==> src/rtl/xm23_decode_stage.sv <==
// XM23 decode stage: registered decode of arithmetic-logic, MOV and SWAP
// instructions with a two-entry output/skid buffer and saturating
// statistics counters.
module xm23_decode_stage #(
    parameter int CNT_W = 16
) (
    input  logic             clock,
    input  logic             reset,
    input  logic             flush,
    input  logic             in_valid,
    output logic             in_ready,
    input  logic [15:0]      in_inst,
    input  logic [15:0]      in_pc,
    output logic             out_valid,
    input  logic             out_ready,
    output logic [15:0]      out_pc,
    output logic [3:0]       out_op,
    output logic             out_rc,
    output logic             out_wb,
    output logic [2:0]       out_src,
    output logic [2:0]       out_dst,
    output logic [15:0]      out_const,
    output logic             out_illegal,
    output logic [CNT_W-1:0] stat_decoded,
    output logic [CNT_W-1:0] stat_illegal
);

    typedef struct packed {
        logic [15:0] pc;
        logic [3:0]  op;
        logic        rc;
        logic        wb;
        logic [2:0]  src;
        logic [2:0]  dst;
        logic [15:0] cnst;
        logic        illegal;
    } entry_t;

    entry_t dec_entry;
    entry_t out_reg;
    entry_t skid_reg;
    logic   out_valid_reg;
    logic   skid_valid_reg;
    logic   accept;
    logic   xfer;
    logic [1:0] cnt_hit;

    // Constant generator table selected by the source field
    function automatic logic [15:0] const_lut(input logic [2:0] idx);
        case (idx)
            3'd0:    const_lut = 16'h0000;
            3'd1:    const_lut = 16'h0001;
            3'd2:    const_lut = 16'h0002;
            3'd3:    const_lut = 16'h0004;
            3'd4:    const_lut = 16'h0008;
            3'd5:    const_lut = 16'h0010;
            3'd6:    const_lut = 16'h0020;
            default: const_lut = 16'hFFFF;
        endcase
    endfunction

    assign in_ready = ~skid_valid_reg;
    assign accept   = in_valid & in_ready;
    assign xfer     = out_valid_reg & out_ready;

    // Split the incoming word into execute control fields
    always_comb begin
        dec_entry         = '0;
        dec_entry.pc      = in_pc;
        dec_entry.src     = in_inst[5:3];
        dec_entry.dst     = in_inst[2:0];
        dec_entry.op      = 4'hF;
        dec_entry.illegal = 1'b1;
        if (in_inst[15:12] == 4'h4 && in_inst[11:8] <= 4'hB) begin
            dec_entry.op      = in_inst[11:8];
            dec_entry.rc      = in_inst[7];
            dec_entry.wb      = in_inst[6];
            dec_entry.illegal = 1'b0;
        end else if (in_inst[15:8] == 8'h4C && !in_inst[7]) begin
            dec_entry.op      = 4'hC;
            dec_entry.wb      = in_inst[6];
            dec_entry.illegal = 1'b0;
        end else if (in_inst[15:8] == 8'h4C && !in_inst[6]) begin
            dec_entry.op      = 4'hD;
            dec_entry.illegal = 1'b0;
        end
        if (dec_entry.rc) begin
            dec_entry.cnst = const_lut(in_inst[5:3]);
        end
    end

    // Output register plus skid register; skid only fills while output stalls
    always_ff @(posedge clock or posedge reset) begin
        if (reset) begin
            out_reg        <= '0;
            out_valid_reg  <= 1'b0;
            skid_reg       <= '0;
            skid_valid_reg <= 1'b0;
        end else if (flush) begin
            out_reg        <= '0;
            out_valid_reg  <= 1'b0;
            skid_reg       <= '0;
            skid_valid_reg <= 1'b0;
        end else if (!out_valid_reg || xfer) begin
            if (skid_valid_reg) begin
                out_reg        <= skid_reg;
                out_valid_reg  <= 1'b1;
                skid_valid_reg <= 1'b0;
            end else if (accept) begin
                out_reg       <= dec_entry;
                out_valid_reg <= 1'b1;
            end else begin
                out_valid_reg <= 1'b0;
            end
        end else if (accept) begin
            skid_reg       <= dec_entry;
            skid_valid_reg <= 1'b1;
        end
    end

    // Index 0 counts legal deliveries, index 1 illegal ones
    assign cnt_hit[0] = xfer & ~out_reg.illegal;
    assign cnt_hit[1] = xfer & out_reg.illegal;

    generate
        for (genvar gi = 0; gi < 2; gi++) begin : gen_cnt
            logic [CNT_W-1:0] count_reg;
            // Saturating event counter
            always_ff @(posedge clock or posedge reset) begin
                if (reset) begin
                    count_reg <= '0;
                end else if (cnt_hit[gi] && count_reg != {CNT_W{1'b1}}) begin
                    count_reg <= count_reg + {{(CNT_W-1){1'b0}}, 1'b1};
                end
            end
        end
    endgenerate

    assign stat_decoded = gen_cnt[0].count_reg;
    assign stat_illegal = gen_cnt[1].count_reg;

    assign out_valid   = out_valid_reg;
    assign out_pc      = out_reg.pc;
    assign out_op      = out_reg.op;
    assign out_rc      = out_reg.rc;
    assign out_wb      = out_reg.wb;
    assign out_src     = out_reg.src;
    assign out_dst     = out_reg.dst;
    assign out_const   = out_reg.cnst;
    assign out_illegal = out_reg.illegal;

endmodule
==> config.mk <==
export PLATFORM = sky130hd
export DESIGN_NAME = xm23_decode_stage
export DESIGN_NICKNAME = d
export VERILOG_FILES = /design/src/rtl/xm23_decode_stage.sv
export SDC_FILE = /design/constraint.sdc
export NUM_CORES = 1
export LEC_CHECK = 0
export ABC_AREA = 1
export BUFFER_PORTS_ARGS = -buffer_cell sky130_fd_sc_hd__buf_2
export CORE_UTILIZATION = 49
export DETAILED_ROUTE_END_ITERATION = 6
export GPL_TIMING_DRIVEN = 0
export PLACE_DENSITY = 0.76
export SLEW_MARGIN = 20
export SYNTH_ARGS = -nofsm -noshare
export SYNTH_HDL_FRONTEND = slang
export SYNTH_SLANG_ARGS = --single-unit
==> constraint.sdc <==
create_clock -name clock -period 2.8 [get_ports clock]
set_clock_uncertainty 0.05 [all_clocks]
set_input_delay 0.28 -clock clock [delete_from_list [all_inputs] [get_ports clock]]
set_output_delay 0.28 -clock clock [all_outputs]
set_load 0.1 [all_outputs]
Word-level counts from Yosys, hierarchy flattened
Index checks and enable logic that the tools add are counted.
{ "totals": {"register_bits": 124, "inputBits": 37, "output_inout_bits": 79, "word_cells": 80} }
{ "classes": {"n_addsub": 2, "n_lt_le_gt_ge": 1, "n_eq_ne": 11, "mux": 24, "n_bitwise": 6, "reduce_logical": 16} }
{ "ops": {"columns": ["cell", "count"], "rows": [
  ["$mux 45", 6],
  ["$pmux 16 s7", 1],
  ["$add 16x1->16 const B", 2],
  ["$ne 16x16->1 const B", 2],
  ["$mux 16", 1],
  ["$mux 1", 13],
  ["$eq 3x3->1 const B", 3],
  ["$eq 8x7->1 const B", 1],
  ["$eq 3x2->1 const B", 2],
  ["$reduce_bool 3->1", 2],
  ["$logic_and 1x1->1", 5],
  ["$and 1x1->1", 4],
  ["$eq 4x3->1 const B", 1],
  ["$le 4x4->1 const B", 1],
  ["$mux 2", 2],
  ["$mux 4", 1],
  ["$reduce_and 2->1", 2],
  ["$reduce_bool 2->1", 2],
  ["$eq 3x1->1 const B", 1],
  ["$logic_not 1->1", 3],
  ["$logic_not 3->1", 1],
  ["$ne 2x2->1 const B", 1],
  ["$not 1->1", 2],
  ["$logic_or 1x1->1", 1]
]} }

Logic depth before layout (Yosys ltp)
{ "depth": {"word_depth": 9, "ltp_mapped": 10, "mapped_depth_nobuf": 9} }

Worst setup path after synthesis
No wires, ideal clock.
{ "synth_timing": {"path_type": "flip-flop to flip-flop", "from": "register gen_cnt[1].count_reg[0], in the netlist stat_illegal[0]", "to": "register gen_cnt[1].count_reg[10], in the netlist stat_illegal[10]", "setup_time_ns": 0.120, "arrival_time_ns": 2.130, "t_required_ns": 2.630, "setup_slack_ns": 0.500, "path_stages_with_launch": 10, "n_path_buf": 1, "synth_period_minus_slack_ns": 2.300, "path_cell_list": "dfrtp_1 > ha_1 > nand3_2 > nor2_4 > nand3_4 > nand2_8 > inv_4 > buf_6 > nand2_1 > nand2_1"} }
{ "synth_between": {"elab_chain_len": 2, "word_cells_on_any_way": 3, "cone_classes": "1 x add/sub; 1 x eq/ne; 1 x reduce/logical"} }
{ "synth_rtl": {"columns": ["element", "line_no", "rtl"], "rows": [
  ["start: declaration", "127", "logic [CNT_W-1:0] count_reg;"],
  ["start signal: assignment", "133", "count_reg <= count_reg + {{(CNT_W-1){1'b0}}, 1'b1};"],
  ["parallel branches: the longest is 2 deep, another holds $add 16x1->16", null, null]
]} }
Several ways; the timed one is not identified.
A chain may end at the register's enable or synchronous reset.

Worst setup path after layout
{ "layout_timing": {"from": "register skid_valid_reg", "to": "output in_ready"} }
{ "layout_between": {"elab_chain_len": 1} }
{ "layout_rtl": {"columns": ["element", "line_no", "rtl"], "rows": [
  ["start: declaration", "43", "logic skid_valid_reg;"],
  ["start signal: assignment", "98", "skid_valid_reg <= 1'b0;"],
  ["start signal: assignment", "103", "skid_valid_reg <= 1'b0;"],
  ["start signal: assignment", "108", "skid_valid_reg <= 1'b0;"],
  ["$not 1->1", "62", "assign in_ready = ~skid_valid_reg;"],
  ["end: declaration", "11", "output logic in_ready,"]
]} }
Every way passes these cells.

==> metrics <==
outcome complete, no violations; core footprint 0.0105 mm^2; synthesized area per cell 7.87 um^2; DR WL/cell 14.0 um; number of placement rows 37; capturing element type of the critical path output pin; power dissipated by switching net loads 0.00144 W; register bit total from synthesis 106; pin slew with the least headroom to its limit 752 ps; largest net degree at the start of global routing 33; shortest period the worst path allows 2200 ps; CTS buffer count 9; element type at the critical path start flip-flop; critical path, cell by cell inv_2 -> clkbuf_1 -> buf_2; PortBufs 115; Post-synth EDFFs 0; critical path's largest stage delay 520 ps; library cell used as clock root buffer clkbuf_8; global-route wire length before repair 22100 um; routed wire length 13300 um; max-slew headroom at the worst pin 49.8%; area share of the largest cell type after synthesis 49.7%; clock transition at the register clock pins on the worst setup and hold paths after CTS 100 ps; drc violations 0; TritonCTS clock tree done; number of fill cells in the layout 964; Die X-Extent 106 um; total I/O pin count 116; maxcap violations 0; final setup margin 602 ps; Worst Min Path Start in_pc[8]; combinational power share 27.1%; net count after synthesis 717; Pint 0.00231 W; worst r2r dst skid_reg[33]; number of antenna violations at the first check in global routing 0; vias per cell 5.12; final setup violation count 0; share of final-layout standard cells stronger than drive strength 1 21.5%; largest fanout on the critical path 10; starting density of the core 51.0%; placed wire-length estimate 9840 um; ANT cells 0; total setup buffers inserted after CTS 0; number of vias after detailed routing 4859; Total Power 0.00375 W; maximum buffer depth of the clock tree 2; post-synthesis instance area 0.00534 mm^2; GR Overflow Total 0; crit share post-route 78.5%; clock insertion delay at the later pin of the skew report 350 ps; dominant register cell in the synthesized netlist dfrtp_1; cell type group with the largest total delay on the critical path buffers and inverters; number of detailed-route iterations in the first pass 5; Worst Setup Slack post-DPL 1010 ps; master of the slowest instance on the critical path buf_2; classification of the worst setup path reg -> out; count of pins over their slew limit 0; area growth from synthesis to layout 19.3%; highest attainable clock frequency 455 MHz; proportion of synthesized flip-flops having asynchronous set or reset 100%; number of flip-flops in the largest register 36; Setup Total Neg Slack 0 ps; critical path buffer and inverter count 3; RSZ-0062 raised after global routing no; via count of the first global-routing pass 4830; worst hold-check path type in -> reg; sequential fraction of design power 45.7%; Worst Path Arrival 1870 ps; cell count after synthesis 678; number of cells on the worst hold path 3; sinks on the clock net 106; register-to-register path setup slack 980 ps; weighted congestion at the end of routability-driven global placement 0.885; number of distinct library cells after synthesis 32; worst reg2reg startpoint skid_valid_reg; net switching share of the total power 38.5%; leading area contributor after synthesis dfrtp_1; Die Y 106 um; required time at the endpoint of the critical path 2470 ps; Hold Path Sink skid_reg[37]; Pwr Density 590 mW/mm^2; clock share of power 27.2%; cells taking the most area after synthesis dfrtp_1, nand2_1, o21ai_0; ranking of synthesized cells by instance count nand2_1, dfrtp_1, inv_1, o21ai_0, nor2_1; Final ANT Viol Nets 0; maximum VDD drop 0.438 mV; overall die area 0.0113 mm^2; Detailed Route Iter0 Violations 243; total leakage power 3.26 nW; Final Hold Fails 0; total number of nets in the final design 847; count of cells along the worst register-to-register path 5; dominant cell by count in the synthesized netlist nand2_1; sequential cell area fraction in the yosys report 49.7%; Max H-tree Level 3; all-layer global routing usage 24.6%; Ys Warns 0
routing by layer:
layer / up-vias / track usage [%] / share of wire, %
li1: 2382 / - / -
met2: 155 / 44.1 / 50
met4: 0 / 8.73 / 1.6
met5: - / 0 / 0
met1: 2303 / 30.6 / 43
met3: 19 / 2.76 / 5.0
area by class of cell:
type                    count  area [um^2]  area share, %
inverters                  79          305           4.80
repair buffers            119          646           10.1
clock buffers              11          131           2.06
plain buffers              30          186           2.93
flip-flops and latches    106         2650           41.7
well taps                 136          170           2.67
multi-input cells         463         2200           34.5
clock inverters             5         78.8           1.24
logic make-up after synthesis:
family | after synthesis | share of synthesized area [%]
fa+ha+maj | 2 | 0.469
xor+xnor | 24 | 3.94
flops | 106 | 49.7
buf+inv | 109 | 9.14
simple gates | 320 | 25.3
compound gates | 117 | 11.5
metrics by stage:
| stage | hold slack (ps) | util [%] | area, um^2 | cells |
|---|---|---|---|---|
| 2_1_floorplan | 351 | - | 5340 | 678 |
| 4_1_cts | 84.9 | 60.8 | 6370 | 949 |
| 3_5_place_dp | 394 | 58.7 | 6150 | 932 |
| 6_report | 94.7 | 60.8 | 6370 | 949 |
| 5_1_grt | 83.5 | 60.8 | 6370 | 949 |
| 3_3_place_gp | 414 | 58.2 | 6090 | 929 |
worst register-to-register path: stages (launching register included):
cell and delay (ps):
dfrtp_1 430, nor2_1 150, inv_1 90, o21ai_2 350
clkbuf_1 470, o21ai_0 160
power groups by stage:
stage,Clock [W],Sequential [W],Combinational [W]
global route,0.00108,0.00173,0.00107
finish,0.00102,0.00171,0.00102
global placement,0,0.00174,0.000993
floorplan,0,0.00229,0.000254
detailed placement,0,0.00175,0.00102
CTS,0.00103,0.00172,0.00102
placed cells by master, fill, tap and decap left out, drive strengths merged:
cell         netlist  final
a21oi             11     11
and3               1      1
buf               22    140
bufinv             0      2
clkbuf             8     19
clkinv             0      3
clkinvlp           0      1
dfrtp            106    106
dlygate4sd3        0      1
ha                 2      2
inv               79     78
nand2            244    244
nand3             26     26
nand4              3      3
nor2              42     42
nor3               4      4
o211ai             2      2
o21ai             90     90
o22ai             14     14
xnor2             20     20
xor2               4      4
how the worst max path moves through the flow:
stage	cells past startpoint	endpoint	startpoint	slack [ps]
after floorplan	9	stat_illegal[10]	stat_illegal[0]	500
after global routing	3	in_ready	skid_valid_reg	520
after detailed placement	3	in_ready	skid_valid_reg	1010
after CTS	3	in_ready	skid_valid_reg	600
final	3	in_ready	skid_valid_reg	600
after global placement	2	out_pc[11]	reset	500
what timing repair did:
action	in CTS	in global routing
hold buffers	1	0
hold endpoints to repair	11	0
resized for setup	0	0
(Power assumes the default switching activity.)
